## src/rtl/ctrl_pkg.sv

```systemverilog
// ---------------------------------------------------------------------------
// ctrl_pkg
// Shared definitions for the control sequencer slice:
//   - default address widths for instruction memory, data/coefficient RAM
//     and register file
//   - FSM state encoding used by ctrl_sequencer
// ---------------------------------------------------------------------------
package ctrl_pkg;

  // Default widths; the modules and the interface take these as parameter defaults.
  localparam int DEF_IAWIDTH  = 6;
  localparam int DEF_DAWIDTH  = 12;
  localparam int DEF_RFAWIDTH = 5;

  // Sequencer states. Encoding is plain binary; IDLE is the reset state.
  typedef enum logic [2:0] {
    ST_IDLE   = 3'd0,
    ST_FETCH  = 3'd1,
    ST_LOAD   = 3'd2,
    ST_DECODE = 3'd3,
    ST_MAC    = 3'd4,
    ST_WRITE  = 3'd5,
    ST_OUTPUT = 3'd6
  } state_t;

endpackage : ctrl_pkg

```

## src/rtl/ctrl_sequencer_if.sv

```systemverilog
// ---------------------------------------------------------------------------
// ctrl_sequencer_if
// Bundles every non-clock/reset signal of the control sequencer.
//   master : the sequencer (drives control, fetch and RAM addresses)
//   slave  : the surrounding datapath / fetch stage / output consumer
// Signals:
//   start, busy                 sample kick-off and activity flag
//   imem_addr, fetch            instruction fetch address and strobe
//   lstg_f, upse_f, result_reg  decoded instruction flags and result register
//   data_uptr, data_lptr, coef_ptr  decoded pointers
//   dram_addr, cram_addr        data / coefficient RAM read addresses
//   mac_clr, mac_en             accumulator control
//   rf_we, rf_waddr             register file write port
//   out_valid, out_ready        output-sample handshake
// ---------------------------------------------------------------------------
interface ctrl_sequencer_if
  import ctrl_pkg::*;
#(
  parameter int IAWIDTH  = DEF_IAWIDTH,
  parameter int DAWIDTH  = DEF_DAWIDTH,
  parameter int RFAWIDTH = DEF_RFAWIDTH
);

  logic                start;
  logic                busy;
  logic [IAWIDTH-1:0]  imem_addr;
  logic                fetch;
  logic                lstg_f;
  logic                upse_f;
  logic [RFAWIDTH-1:0] result_reg;
  logic [DAWIDTH-1:0]  data_uptr;
  logic [DAWIDTH-1:0]  data_lptr;
  logic [DAWIDTH-1:0]  coef_ptr;
  logic [DAWIDTH-1:0]  dram_addr;
  logic [DAWIDTH-1:0]  cram_addr;
  logic                mac_clr;
  logic                mac_en;
  logic                rf_we;
  logic [RFAWIDTH-1:0] rf_waddr;
  logic                out_valid;
  logic                out_ready;

  modport master (
    input  start, lstg_f, upse_f, result_reg, data_uptr, data_lptr, coef_ptr, out_ready,
    output busy, imem_addr, fetch, dram_addr, cram_addr, mac_clr, mac_en,
           rf_we, rf_waddr, out_valid
  );

  modport slave (
    output start, lstg_f, upse_f, result_reg, data_uptr, data_lptr, coef_ptr, out_ready,
    input  busy, imem_addr, fetch, dram_addr, cram_addr, mac_clr, mac_en,
           rf_we, rf_waddr, out_valid
  );

endinterface : ctrl_sequencer_if

```

## src/rtl/ctrl_agen.sv

```systemverilog
// ---------------------------------------------------------------------------
// ctrl_agen
// Address generator for the MAC loop.
//   load      : capture lower data pointer, coefficient pointer and tap count
//   step      : advance both addresses by one (modulo 2^DAWIDTH)
//   lptr/uptr/cptr : decoded lower/upper data pointer and coefficient pointer
//   dram_addr/cram_addr : registered read addresses
//   last_tap  : the current address pair is the final tap
// The tap count is (uptr - lptr) mod 2^DAWIDTH + 1, so it ranges 1..2^DAWIDTH
// and needs one extra bit. Because both start at lptr and move in lock-step,
// "remaining taps == 1" is the same cycle in which dram_addr equals uptr,
// including when the window wraps through the top of the address space.
// ---------------------------------------------------------------------------
module ctrl_agen
  import ctrl_pkg::*;
#(
  parameter int DAWIDTH = DEF_DAWIDTH
) (
  input  logic               clk,
  input  logic               rst_n,
  input  logic               load,
  input  logic               step,
  input  logic [DAWIDTH-1:0] lptr,
  input  logic [DAWIDTH-1:0] uptr,
  input  logic [DAWIDTH-1:0] cptr,
  output logic [DAWIDTH-1:0] dram_addr,
  output logic [DAWIDTH-1:0] cram_addr,
  output logic               last_tap
);

  localparam logic [DAWIDTH-1:0] ADDR_ONE = {{(DAWIDTH-1){1'b0}}, 1'b1};
  localparam logic [DAWIDTH:0]   TAP_ONE  = {{DAWIDTH{1'b0}}, 1'b1};

  logic [DAWIDTH-1:0] dram_addr_r;
  logic [DAWIDTH-1:0] cram_addr_r;
  logic [DAWIDTH:0]   tap_rem_r;
  logic [DAWIDTH-1:0] span_s;

  // Window span; natural unsigned wrap gives the modulo difference.
  assign span_s = uptr - lptr;

  // Address counters and remaining-tap counter.
  always_ff @(posedge clk or negedge rst_n) begin
    if (!rst_n) begin
      dram_addr_r <= '0;
      cram_addr_r <= '0;
      tap_rem_r   <= '0;
    end else if (load) begin
      dram_addr_r <= lptr;
      cram_addr_r <= cptr;
      tap_rem_r   <= {1'b0, span_s} + TAP_ONE;
    end else if (step && !last_tap) begin
      dram_addr_r <= dram_addr_r + ADDR_ONE;
      cram_addr_r <= cram_addr_r + ADDR_ONE;
      tap_rem_r   <= tap_rem_r - TAP_ONE;
    end else begin
      dram_addr_r <= dram_addr_r;
      cram_addr_r <= cram_addr_r;
      tap_rem_r   <= tap_rem_r;
    end
  end

  assign dram_addr = dram_addr_r;
  assign cram_addr = cram_addr_r;
  assign last_tap  = (tap_rem_r == TAP_ONE);

endmodule : ctrl_agen

```

## src/rtl/ctrl_sequencer.sv

```systemverilog
// ---------------------------------------------------------------------------
// ctrl_sequencer
// Program sequencer for a MAC-based filter engine. On start it walks the
// instruction memory from pc, and for each instruction runs N accumulate
// cycles over a (possibly wrapping) data/coefficient window, writes the
// result to the register file, optionally presents an output sample, and
// either moves to the next instruction or returns to IDLE with pc=0.
// Ports:
//   clk    rising-edge clock
//   rst_n  asynchronous active-low reset (forces IDLE, pc=0, outputs 0)
//   bus    ctrl_sequencer_if master modport (see interface for signals)
// All outputs come straight from flops.
// ---------------------------------------------------------------------------
module ctrl_sequencer
  import ctrl_pkg::*;
#(
  parameter int IAWIDTH  = DEF_IAWIDTH,
  parameter int DAWIDTH  = DEF_DAWIDTH,
  parameter int RFAWIDTH = DEF_RFAWIDTH
) (
  input logic              clk,
  input logic              rst_n,
  ctrl_sequencer_if.master bus
);

  localparam logic [IAWIDTH-1:0] PC_ONE = {{(IAWIDTH-1){1'b0}}, 1'b1};

  state_t              state_r;
  logic [IAWIDTH-1:0]  pc_r;
  logic                busy_r;
  logic                fetch_r;
  logic                mac_clr_r;
  logic                mac_en_r;
  logic                rf_we_r;
  logic                out_valid_r;
  logic [RFAWIDTH-1:0] result_r;
  logic                lstg_r;
  logic                upse_r;

  logic                agen_load_s;
  logic                agen_step_s;
  logic                last_tap_s;
  logic [DAWIDTH-1:0]  dram_addr_s;
  logic [DAWIDTH-1:0]  cram_addr_s;

  state_t              adv_state_s;
  logic [IAWIDTH-1:0]  adv_pc_s;
  logic                adv_fetch_s;
  logic                adv_busy_s;

  // Pointers are taken in DECODE so the first MAC cycle already shows lptr/cptr.
  assign agen_load_s = (state_r == ST_DECODE);
  assign agen_step_s = (state_r == ST_MAC);

  ctrl_agen #(
    .DAWIDTH (DAWIDTH)
  ) u_agen (
    .clk       (clk),
    .rst_n     (rst_n),
    .load      (agen_load_s),
    .step      (agen_step_s),
    .lptr      (bus.data_lptr),
    .uptr      (bus.data_uptr),
    .cptr      (bus.coef_ptr),
    .dram_addr (dram_addr_s),
    .cram_addr (cram_addr_s),
    .last_tap  (last_tap_s)
  );

  // Program-counter advance shared by WRITE (no output) and OUTPUT (handshake done).
  always_comb begin
    adv_state_s = ST_IDLE;
    adv_pc_s    = '0;
    adv_fetch_s = 1'b0;
    adv_busy_s  = 1'b0;
    if (lstg_r) begin
      adv_state_s = ST_IDLE;
      adv_pc_s    = '0;
      adv_fetch_s = 1'b0;
      adv_busy_s  = 1'b0;
    end else begin
      adv_state_s = ST_FETCH;
      adv_pc_s    = pc_r + PC_ONE;
      adv_fetch_s = 1'b1;
      adv_busy_s  = 1'b1;
    end
  end

  // Sequencer FSM with registered outputs.
  always_ff @(posedge clk or negedge rst_n) begin
    if (!rst_n) begin
      state_r     <= ST_IDLE;
      pc_r        <= '0;
      busy_r      <= 1'b0;
      fetch_r     <= 1'b0;
      mac_clr_r   <= 1'b0;
      mac_en_r    <= 1'b0;
      rf_we_r     <= 1'b0;
      out_valid_r <= 1'b0;
      result_r    <= '0;
      lstg_r      <= 1'b0;
      upse_r      <= 1'b0;
    end else begin
      // Single-cycle strobes fall unless a state below re-asserts them.
      fetch_r   <= 1'b0;
      mac_clr_r <= 1'b0;
      mac_en_r  <= 1'b0;
      rf_we_r   <= 1'b0;
      case (state_r)
        ST_IDLE: begin
          if (bus.start) begin
            state_r <= ST_FETCH;
            fetch_r <= 1'b1;
            busy_r  <= 1'b1;
          end else begin
            state_r <= ST_IDLE;
            busy_r  <= 1'b0;
          end
        end
        ST_FETCH: begin
          state_r <= ST_LOAD;
        end
        // Covers the synchronous IMEM read and the fetch-stage register.
        ST_LOAD: begin
          state_r <= ST_DECODE;
        end
        ST_DECODE: begin
          result_r  <= bus.result_reg;
          lstg_r    <= bus.lstg_f;
          upse_r    <= bus.upse_f;
          mac_clr_r <= 1'b1;
          mac_en_r  <= 1'b1;
          state_r   <= ST_MAC;
        end
        ST_MAC: begin
          if (last_tap_s) begin
            rf_we_r <= 1'b1;
            state_r <= ST_WRITE;
          end else begin
            mac_en_r <= 1'b1;
            state_r  <= ST_MAC;
          end
        end
        ST_WRITE: begin
          if (upse_r) begin
            out_valid_r <= 1'b1;
            state_r     <= ST_OUTPUT;
          end else begin
            state_r <= adv_state_s;
            pc_r    <= adv_pc_s;
            fetch_r <= adv_fetch_s;
            busy_r  <= adv_busy_s;
          end
        end
        // out_valid is already high in the first OUTPUT cycle, so a ready
        // seen in that cycle completes the handshake immediately.
        ST_OUTPUT: begin
          if (bus.out_ready) begin
            out_valid_r <= 1'b0;
            state_r     <= adv_state_s;
            pc_r        <= adv_pc_s;
            fetch_r     <= adv_fetch_s;
            busy_r      <= adv_busy_s;
          end else begin
            out_valid_r <= 1'b1;
            state_r     <= ST_OUTPUT;
          end
        end
        default: begin
          state_r     <= ST_IDLE;
          pc_r        <= '0;
          busy_r      <= 1'b0;
          out_valid_r <= 1'b0;
        end
      endcase
    end
  end

  assign bus.busy      = busy_r;
  assign bus.imem_addr = pc_r;
  assign bus.fetch     = fetch_r;
  assign bus.dram_addr = dram_addr_s;
  assign bus.cram_addr = cram_addr_s;
  assign bus.mac_clr   = mac_clr_r;
  assign bus.mac_en    = mac_en_r;
  assign bus.rf_we     = rf_we_r;
  assign bus.rf_waddr  = result_r;
  assign bus.out_valid = out_valid_r;

endmodule : ctrl_sequencer

```

## src/flat_wrapper.sv

```systemverilog
// flat-port wrapper written by rule: the top's interface ports become plain ports
module ctrl_sequencer_flat import ctrl_pkg::*;
#(
  parameter int IAWIDTH  = DEF_IAWIDTH,
  parameter int DAWIDTH  = DEF_DAWIDTH,
  parameter int RFAWIDTH = DEF_RFAWIDTH
)
  (clk, rst_n, bus_start, bus_lstg_f, bus_upse_f, bus_result_reg, bus_data_uptr, bus_data_lptr, bus_coef_ptr, bus_out_ready, bus_busy, bus_imem_addr, bus_fetch, bus_dram_addr, bus_cram_addr, bus_mac_clr, bus_mac_en, bus_rf_we, bus_rf_waddr, bus_out_valid);
  ctrl_sequencer_if #(.IAWIDTH(IAWIDTH), .DAWIDTH(DAWIDTH), .RFAWIDTH(RFAWIDTH)) bus_i ();
  input logic clk;
  input logic rst_n;
  input wire logic [$bits(bus_i.start)-1:0] bus_start;
  input wire logic [$bits(bus_i.lstg_f)-1:0] bus_lstg_f;
  input wire logic [$bits(bus_i.upse_f)-1:0] bus_upse_f;
  input wire logic [$bits(bus_i.result_reg)-1:0] bus_result_reg;
  input wire logic [$bits(bus_i.data_uptr)-1:0] bus_data_uptr;
  input wire logic [$bits(bus_i.data_lptr)-1:0] bus_data_lptr;
  input wire logic [$bits(bus_i.coef_ptr)-1:0] bus_coef_ptr;
  input wire logic [$bits(bus_i.out_ready)-1:0] bus_out_ready;
  output wire logic [$bits(bus_i.busy)-1:0] bus_busy;
  output wire logic [$bits(bus_i.imem_addr)-1:0] bus_imem_addr;
  output wire logic [$bits(bus_i.fetch)-1:0] bus_fetch;
  output wire logic [$bits(bus_i.dram_addr)-1:0] bus_dram_addr;
  output wire logic [$bits(bus_i.cram_addr)-1:0] bus_cram_addr;
  output wire logic [$bits(bus_i.mac_clr)-1:0] bus_mac_clr;
  output wire logic [$bits(bus_i.mac_en)-1:0] bus_mac_en;
  output wire logic [$bits(bus_i.rf_we)-1:0] bus_rf_we;
  output wire logic [$bits(bus_i.rf_waddr)-1:0] bus_rf_waddr;
  output wire logic [$bits(bus_i.out_valid)-1:0] bus_out_valid;
  assign bus_i.start = bus_start;
  assign bus_i.lstg_f = bus_lstg_f;
  assign bus_i.upse_f = bus_upse_f;
  assign bus_i.result_reg = bus_result_reg;
  assign bus_i.data_uptr = bus_data_uptr;
  assign bus_i.data_lptr = bus_data_lptr;
  assign bus_i.coef_ptr = bus_coef_ptr;
  assign bus_i.out_ready = bus_out_ready;
  assign bus_busy = bus_i.busy;
  assign bus_imem_addr = bus_i.imem_addr;
  assign bus_fetch = bus_i.fetch;
  assign bus_dram_addr = bus_i.dram_addr;
  assign bus_cram_addr = bus_i.cram_addr;
  assign bus_mac_clr = bus_i.mac_clr;
  assign bus_mac_en = bus_i.mac_en;
  assign bus_rf_we = bus_i.rf_we;
  assign bus_rf_waddr = bus_i.rf_waddr;
  assign bus_out_valid = bus_i.out_valid;
  ctrl_sequencer #(.IAWIDTH(IAWIDTH), .DAWIDTH(DAWIDTH), .RFAWIDTH(RFAWIDTH)) u_core (.clk(clk), .rst_n(rst_n), .bus(bus_i));
endmodule
```

## config.mk

```make
export PLATFORM = sky130hd
export DESIGN_NAME = ctrl_sequencer_flat
export DESIGN_NICKNAME = d
export VERILOG_FILES = /design/src/rtl/ctrl_pkg.sv /design/src/rtl/ctrl_sequencer_if.sv /design/src/rtl/ctrl_agen.sv /design/src/rtl/ctrl_sequencer.sv /design/src/flat_wrapper.sv
export SDC_FILE = /design/constraint.sdc
export NUM_CORES = 1
export LEC_CHECK = 0
export CAP_MARGIN = 20
export CORE_ASPECT_RATIO = 1.5
export CORE_MARGIN = 3
export CORE_UTILIZATION = 50
export CTS_CLUSTER_DIAMETER = 100
export CTS_CLUSTER_SIZE = 28
export DETAILED_ROUTE_END_ITERATION = 12
export DONT_BUFFER_PORTS = 1
export PLACE_DENSITY = 0.64
export SLEW_MARGIN = 20
export SYNTH_ARGS = -nofsm -noshare
export SYNTH_HDL_FRONTEND = slang
export SYNTH_HIERARCHICAL = 1
export SYNTH_SLANG_ARGS = --single-unit
```

## constraint.sdc

```tcl
create_clock -name clk -period 2.9 [get_ports clk]
set_clock_uncertainty 0.2 [all_clocks]
set_input_delay 0.58 -clock clk [delete_from_list [all_inputs] [get_ports clk]]
set_output_delay 0.58 -clock clk [all_outputs]
set_load 0.05 [all_outputs]
```

==> impl_metrics.csv, run 1 <==
group,metric,value,unit
global_route,antenna_found_initial,0,
detailed_routing,wl_met1,3.541,mm
placed_design,hpwlAfterDp,6.572,mm
sta,finalSetupViolations,0,
clock_network,htree_levels,3,
sta,worst_pin_slew,689.0,ps
setup_path,critPathTopFamily,"simple AND/OR/NAND/NOR gates",
setup_path,path_class,"flip-flop to flip-flop",
setup_path,slowest_delay,440,ps
detailed_routing,wl_met2,4.728,mm
final_layout,n_antenna_cell,0,
die,ios,88,
final_layout,final_common_cell,"dfrtp_1",
die,die_width,78.41,µm
setup_path,crit_chain,"inv_2 > or3_4 > inv_2 > inv_1 > a31oi_4 > nor4b_4 > nand2_1 > xnor2_1 > mux2_2",
setup_path,endpoint,"u_core/u_agen/tap_rem_r[7]$_DFFE_PN0P_",
power,power.internal,0.002635,W
detailed_routing,wl_per_cell,16.02,µm
setup_path,worst_setup_path_end_kind,"flip-flop",
run_status,status,"completed",
sta,hold_viol,0,
setup_path,rrSetupSlack,280,ps
sta,max_freq,381.0,MHz
synth,syn-num-nets,486,
detailed_routing,drt_iter0_markers,182,
hold_path,min_path_type,"input pin to flip-flop",
die,start_util,51.66,%
detailed_routing,final_antenna_net_count,0,
setup_path,r2r-start,"u_core/state_r[2]$_DFF_PN0_",
synth,synth_cell_types,70,
detailed_routing,vias,3119,
setup_path,crit_top_cell,"inv_2",
power,power,0.005159,W
final_layout,final_util,59.19,%
synth,seq_area_frac_synth,37.54,%
placed_design,gp_congestion,0.8503,
global_route,overflow,0,
job,max_cap_viol_count,0,
global_route,grt_pass1_vias,3124,
power,p_leak,1.866,nW
final_layout,area_delta_synth_final,14.57,%
die,rows,39,
detailed_routing,drc,0,
power,ir_drop,0.0006213,V
placed_design,post_dp_cell_area,4173,µm²
global_route,grt_use_total,20.73,%
detailed_routing,routed_via_density,5.681,
die,dieArea,8987,µm²
clock_network,clock-sinks,59,
sta,slew_violations,0,
sta,fin_tns_setup,0,ps
setup_path,path_max_fanout,10,
die,core_area,7612,µm²
setup_path,ff2ff_path_depth,9,
synth,synth_edf_count,0,
setup_path,slowest_stage,"dfrtp_1",
detailed_routing,wl_met3,350,µm
clock_network,worstSkewPairLatency,330,ps
die,dieHeight,114.6,µm
synth,synth-async-reset-ratio,100.0,%
global_route,grt_pass1_wl,14.61,mm
setup_path,cp.required,2900,ps
final_layout,num-fill-cells,703,
setup_path,crit_arrival,2630,ps
setup_path,cp.depth,9,
clock_network,cts_buffers,9,
final_layout,fin_area,4506,µm²
setup_path,start_kind,"flip-flop",
sta,slew_headroom,54.07,%
power,pwr-share-comb,33.8,%
placed_design,portBuffers,0,
synth,yosysWarnings,6,
clock_network,cts_tree,"built",
power,p_sw,0.002524,W
final_layout,drive_above_1_share,17.23,%
detailed_routing,dr.pass1.iters,4,
sta,min_period_over_period,90.50,%
synth,synth_area,3933,µm²
setup_path,path_buf_inv,3,
power,p_clk_share,20.4,%
synth,syn_area_per_cell,9.341,µm²
sta,timing.final.crit_period,2625,ps
global_route,grt_max_degree,60,
clock_network,path_clk_slew,50,ps
setup_path,cp-startpoint,"u_core/state_r[2]$_DFF_PN0_",
setup_path,r2r-end,"u_core/u_agen/tap_rem_r[7]$_DFFE_PN0P_",
power,power_density,1145,nW/µm²
power,pwr-share-seq,45.8,%
detailed_routing,routed_wl,8.797,mm
detailed_routing,top_layer,"met4",
sta,holdWs,178.5,ps
synth,synth_cells,421,
synth,yosys_register_bits,59,
final_layout,layout_common_cells,"59 x dfrtp_1, 50 x nand2_1, 29 x o21ai_1, 27 x inv_1, 27 x xor2_1",
synth,synth_ff_type,"dfrtp_1",
clock_network,cts.path.max_buffers,2,
sta,rsz0062_at_grt,"false",
clock_network,clockRootBuffer,"clkbuf_16",
power,p_sw_share,48.92,%
final_layout,nNetsFinal,508,
-- worst reg2reg max path, cell delays in order (launching register included) --
cell,delay [ps]
dfrtp_1,440
inv_2,130
or3_4,410
inv_2,60
inv_1,50
a31oi_4,250
nor4b_4,430
nand2_1,120
xnor2_1,150
mux2_2,260
-- stage by stage --
step / instances / worst slack [ps]
2_1_floorplan: 421 / 67.75
3_3_place_gp: 532 / 7.376
3_5_place_dp: 532 / -48.83
4_1_cts: 549 / 252.9
5_1_grt: 549 / 46.09
6_report: 549 / 275.4
-- metal layers --
metal | GRT usage [%] | vias up
li1 | - | 1526
met1 | 23.42 | 1509
met2 | 37.07 | 71
met3 | 4.882 | 13
met4 | 8.751 | 0
met5 | 0 | -
-- kinds of logic (layout without fill, tap and decap cells) --
family | Yosys count | after routing | share of synthesized area, %
flops | 59 | 59 | 37.54
simple gates | 146 | 146 | 20.84
xor+xnor | 49 | 49 | 11.68
mux | 13 | 13 | 3.564
fa+ha+maj | 18 | 18 | 5.918
compound gates | 93 | 93 | 15.94
buf+inv | 43 | 69 | 4.518
-- power groups by stage --
stage          Sequential (W)  Combinational (W)  Clock [W]
4_1_cts               0.00237            0.00176    0.00107
3_3_place_gp          0.00237            0.00168          0
2_1_floorplan         0.00246            0.00119          0
6_report              0.00236            0.00174    0.00105
3_5_place_dp          0.00238            0.00172          0
5_1_grt               0.00242            0.00194    0.00111
-- timing repair --
item | CTS | global route
hold endpoints to repair | 59 | 0
hold buffers | 2 | 0
setup buffers | 0 | 0
resized for setup | 0 | 0
-- synthesized netlist by cell type (5+ instances only) --
library cell	count	area share [%]
dfrtp_1	59	38
nand2_1	50	4.8
o21ai_1	29	3.7
inv_1	28	2.7
xor2_1	27	6.0
nor2_1	19	1.8
a21oi_1	18	2.3
nand3_1	18	2.3
xnor2_1	18	4.0
ha_1	17	5.4
nand4_1	11	1.8
clkbuf_1	9	0.86
nor3_1	9	1.1
mux2_2	8	2.3
o21ai_0	8	1.0
and3_1	6	0.95
mux2i_1	5	1.3
o31ai_1	5	0.95
-- sequential cells by signal, summed over array words and instances, names as in the netlist --
signal,count
u_core/u_agen/tap_rem_r,13
u_core/u_agen/cram_addr,12
u_core/u_agen/dram_addr,12
u_core/bus.imem_addr,6
u_core/bus.rf_waddr,5
u_core/state_r,3
u_core/bus.busy,1
u_core/bus.fetch,1
u_core/bus.mac_clr,1
u_core/bus.mac_en,1
u_core/bus.out_valid,1
u_core/bus.rf_we,1
u_core/lstg_r,1
u_core/upse_r,1
-- worst min path at each step --
stage | cells past startpoint | slack [ps] | end | start
4_1_cts | 2 | 170 | u_core/u_agen/cram_addr[4]$_DFFE_PN0P_ | bus_coef_ptr[4]
6_report | 2 | 180 | u_core/u_agen/dram_addr[3]$_DFFE_PN0P_ | bus_data_lptr[3]
5_1_grt | 2 | 170 | u_core/u_agen/cram_addr[4]$_DFFE_PN0P_ | bus_coef_ptr[4]
3_3_place_gp | 0 | 90 | u_core/u_agen/cram_addr[11]$_DFFE_PN0P_ | rst_n
3_5_place_dp | 0 | 90 | u_core/u_agen/cram_addr[11]$_DFFE_PN0P_ | rst_n
2_1_floorplan | 0 | 80 | u_core/bus.busy$_DFFE_PN0P_ | rst_n
-- cell type report --
cell class                 instances  area, µm²  share of cell area, %
clock buffer                      13      260.3                  5.776
multi-input combinational        319       2278                  50.57
tap                              102      127.6                  2.833
inverter                          30      112.6                  2.499
sequential                        59       1476                  32.77
clock inverter                     2      35.03                 0.7776
timing repair buffer              24      215.2                  4.776
Note: power is estimated with default switching activity, not from simulation.
==> inputs of run 2 (changes only) <==
--- a/config.mk
+++ b/config.mk
@@ -19,3 +19,4 @@
 export SYNTH_HDL_FRONTEND = slang
 export SYNTH_HIERARCHICAL = 1
 export SYNTH_SLANG_ARGS = --single-unit
+export TNS_END_PERCENT = 5
==> results of run 2 <==
Final layout, timing and power as in run 1 (identical DEF).
==> variant 1 (settings of run 2) <==
The 7 states of `state_t` get a Gray code encoding in 3 bits.
--- a/src/rtl/ctrl_pkg.sv
+++ b/src/rtl/ctrl_pkg.sv
@@ -15,11 +15,11 @@
   // Sequencer states. Encoding is plain binary; IDLE is the reset state.
   typedef enum logic [2:0] {
-    ST_IDLE   = 3'd0,
-    ST_FETCH  = 3'd1,
-    ST_LOAD   = 3'd2,
-    ST_DECODE = 3'd3,
-    ST_MAC    = 3'd4,
-    ST_WRITE  = 3'd5,
-    ST_OUTPUT = 3'd6
+    ST_IDLE   = 3'b000,
+    ST_FETCH  = 3'b001,
+    ST_LOAD   = 3'b011,
+    ST_DECODE = 3'b010,
+    ST_MAC    = 3'b110,
+    ST_WRITE  = 3'b111,
+    ST_OUTPUT = 3'b101
   } state_t;
 
Check against the original RTL: same outputs for any inputs over 10 cycles, from zero or initial values and one cycle with rst_n low; not proved beyond that.
==> variant 1 against run 2 <==
  * First-iteration DRC count shrank 35%
  * Total power is 4.7% lower
  * Wire length is 1.5% lower
  * Cell area down 1.4%
  * Sequential cell count did not move
  * Count of clock-buffer cells in the layout decreased by 1
  * Synthesized cell count down 0.71%
  * Setup slack better by 10 ps
  * Area after synthesis down 0.19%
  * Critical path depth rose by 2
==> variant 1: results (changes against run 2) <==
status complete, no violations; post-synthesis sequential area ratio 37.6% (+0.072 points); GR Util met1 23.4% (about the same); # fillers 664 (-5.5%); crit path DAT 2600 ps (-30 ps); Combinational Power Share 37.8% (+4.0 points); leakage power 0.00189 uW (+1.2%); WL met2 4590 um (-2.9%); routed length on met1 3410 um (-3.8%); Top Metal Used met4; switching share of power 50.0% (+1.1 points); DR WL/cell 15.8 um (-1.4%); Top delay family on crit path compound AO/OA/AOI/OAI gates; CP max stage cell fa_1; CTS root buf clkbuf_8; met3 WL 467 um (+33%); CP max FO 4 (-6); HPWL Detailed 6580 um (about the same); Synth Net Count 483 (-0.62%); Commonest cells post-synth dfrtp_1 (59), nand2_1 (54), o21ai_1 (36); Slew HR 54.1% (about the same); via count 3067 (-1.7%); gp weighted congestion 0.870 (+2.3%); vias in the first global route 3143 (+0.61%); fraction of layout cells with a size suffix above 1 16.3% (-0.93 points); met2 usage in global routing 36.7% (-0.34 points); Clock net power 818 uW (-22%); first-pass GRT wire length 14600 um (about the same)
==> variant 1: cell types whose count changed after synthesis, moves of 3 or more <==
cell and delta:
inv_1 -6, mux2_2 -7, nand2_1 +4, o31ai_1 -4
mux2_1 +7, o21ai_1 +7, nor3_1 -3, o21ai_0 +3
==> variant 1: cell type report <==
cell class              count  share of cell area [%]
multi-input cells         321                    51.5
flip-flops and latches     59                    33.2
repair buffers             28                    5.52
clock buffers              12                    3.27
well taps                 100                    2.82
inverters                  24                    2.03
clock inverters             4                    1.66
==> variant 1: stage by stage <==
step	std cells	TNS, ps	utilization [%]	total power [uW]
finish	548	0	59.9	4920
detailed placement	530	-68.0	56.4	4100
global route	548	0	59.9	5260
floorplan	418	0	-	3620
CTS	548	0	59.9	4970
global placement	530	-13.9	56.4	4040
==> variant 1: timing repair <==
item / 4_1_cts / 5_1_grt
hold endpoints to repair: 59 / 0
endpoints found under the setup margin: 0 / 0
hold buffers: 2 / 0
==> variant 1: worst paths after layout <==
check	start	end	slack [ps]	cells past startpoint
worst max-delay path	bus_data_uptr[0]	u_core/u_agen/tap_rem_r[10]	290	11
worst min-delay path	bus_data_lptr[4]	u_core/u_agen/dram_addr[4]	160	2
worst max register to register	u_core/state_r[0]	u_core/u_agen/tap_rem_r[10]	400	10
worst min register to register	u_core/lstg_r	u_core/lstg_r	340	1
max in group asynchronous	rst_n	u_core/u_agen/tap_rem_r[11]	1670	2
min in group asynchronous	rst_n	u_core/u_agen/cram_addr[8]	580	2
==> variant 1: cells by family after synthesis <==
kind of cell	count (synthesis)	synth area share [%]
AND/OR/NAND/NOR	145	20.8
AO/OA/AOI/OAI	96	16.0
flip-flops	59	37.6
XOR/XNOR	48	11.5
buffers and inverters	38	4.14
adder cells (fa/ha/maj)	18	5.93
multiplexers	14	3.95
==> variant 2 (config.mk and constraints of run 2) <==
Made on the original files. The package constant `DEF_IAWIDTH` goes from 6 to 7.
--- a/src/rtl/ctrl_pkg.sv
+++ b/src/rtl/ctrl_pkg.sv
@@ -9,5 +9,5 @@
 
   // Default widths; the modules and the interface take these as parameter defaults.
-  localparam int DEF_IAWIDTH  = 6;
+  localparam int DEF_IAWIDTH  = 7;
   localparam int DEF_DAWIDTH  = 12;
   localparam int DEF_RFAWIDTH = 5;
Ports: changed (resized bus_imem_addr); port bits go from 88 to 89. No check against the original RTL was run, so the function may have changed too.
==> variant 2 against run 2 <==
  * Non-clock buffer count fell by 1
  * Area after synthesis rose by 0.92%
  * Total power rose by 2.0%
  * Cell area rose by 0.92%
  * Sequential cell count rose by 1
  * Global-route usage rose by 0.51 points
  * First-iteration DRC count fell by 60%
  * Sequential power rose by 7%
  * Critical endpoint is now u_core/u_agen/tap_rem_r[10]
  * Fmax fell by 0.61%
  * Wire length rose by 3.9%
  * Setup slack got worse by 16 ps
  * Largest power group unchanged
  * Largest cell class unchanged
  * Highest routed layer unchanged
  * Critical path depth rose by 2
==> variant 2: results (changes against run 2) <==
Synth Net Count 512 (+5.3%); R2R depth 8 (-1); vias in the first global route 3244 (+3.8%); Worst Setup EP u_core/u_agen/tap_rem_r[10]; CP max FO 4 (-6); HPWL Detailed 6990 um (+6.4%); synth unique cells 66 (-5.7%); Post-CTS Resized 0 (unchanged); reg-to-reg startpoint u_core/u_agen/tap_rem_r[0]; largest cells by area after synthesis dfrtp_1 (38%), nand2_1 (7.7%), xor2_1 (5.7%); max-slew violations 0 (unchanged); H-Tree Depth 3 (unchanged); number of antenna repair diodes 0 (unchanged); leakage power 0.00196 uW (+4.8%); DR WL/cell 16.0 um (-0.30%); Commonest cells post-synth nand2_1 (81), dfrtp_1 (60), o21ai_1 (28); DR iter-0 viols 73 (-60%); status complete, no violations; Skew-Pair Late Insertion Delay 330 ps (about the same); nets 530 (+4.3%); post-synthesis sequential area ratio 37.8% (+0.29 points); # fillers 691 (-1.7%); worst min path class in -> reg; first-pass GRT wire length 15100 um (+3.5%); gp weighted congestion 0.858 (+0.86%); Max IR drop VDD 614 uV (-1.2%); Crit. Startpoint bus_data_uptr[0]; Tot GR Track Use 21.2% (+0.51 points); crit path DAT 2620 ps (about the same); DP Area 4210 um2 (+0.81%); worst reg-to-reg setup slack 370 ps (+90 ps); fraction of layout cells with a size suffix above 1 13.6% (-3.6 points); largest net degree at the start of global routing 61 (+1.7%); Slew HR 53.4% (-0.66 points); CTS root buf clkbuf_16; vias per cell 5.53 (-2.6%); FF-to-FF End u_core/u_agen/tap_rem_r[11]
variant 2: cell types whose count changed after synthesis, moves of 4 or more:
| cell | run 2 | this run |
|---|---|---|
| inv_1 | 28 | 23 |
| nand2_1 | 50 | 81 |
| nand4_1 | 11 | 7 |
| a21o_1 | 2 | 9 |
| o21ai_0 | 8 | 15 |
| mux2_2 | 8 | 1 |
variant 2: kinds of logic after synthesis:
kind of cell,Yosys count,synth area share (%)
compound gates,95,15.8
xor+xnor,48,11.3
fa+ha+maj,18,5.86
buf+inv,40,4.10
flops,60,37.8
mux,5,1.29
simple gates,181,23.8
variant 2: worst max-delay path, stage by stage:
cell and delay, ps:
inv_1 40, ha_1 170, inv_1 60, fa_1 410, a21oi_1 180, o211ai_2 130
a211oi_1 280, nor3_2 110, nor4_2 400, a21o_1 170, a31oi_1 70
variant 2: repair_timing:
action | in CTS | in global routing
hold buffers | 2 | 0
hold endpoints to repair | 60 | 0
endpoints found under the setup margin | 0 | 0
variant 2: final cells by class:
cell class                      count  area [um2]  area share, %
Inverter                           24        90.1           1.98
Timing Repair Buffer               23         220           4.84
Tap cell                          102         128           2.81
Clock inverter                      6        63.8           1.40
Multi-Input combinational cell    347        2300           50.7
Sequential cell                    60        1500           33.0
Clock buffer                       10         239           5.26
variant 2: how the worst min path moves through the flow:
stage,from,to,slack (ps),cells past startpoint
2_1_floorplan,rst_n,u_core/bus.busy,80,0
3_3_place_gp,rst_n,u_core/bus.imem_addr[6],90,0
3_5_place_dp,rst_n,u_core/bus.imem_addr[6],90,0
4_1_cts,bus_upse_f,u_core/upse_r,150,2
5_1_grt,bus_result_reg[3],u_core/bus.rf_waddr[3],150,2
6_report,bus_upse_f,u_core/upse_r,160,2
variant 2: where the power goes:
group	internal (uW)	switching, uW
Combinational	726	946
Sequential	1220	1310
Clock	685	375
variant 2: per-layer routing:
metal	vias to the layer above	global-route usage, %	share of wire [%]
li1	1585	-	-
met1	1487	23.5	39
met2	80	39.7	55
met3	13	4.23	4.6
met4	0	7.82	1.6
met5	-	0	0
variant 2: stage by stage:
| step | cells | total power (uW) | TNS, ps | worst slack (ps) |
|---|---|---|---|---|
| floorplan | 447 | 3720 | 0 | 67.8 |
| CTS | 572 | 5300 | 0 | 283 |
| global route | 572 | 5590 | 0 | 95.7 |
| detailed placement | 554 | 4200 | -58.0 | -58.0 |
| finish | 572 | 5260 | 0 | 259 |
| global placement | 554 | 4130 | -0.241 | -0.241 |
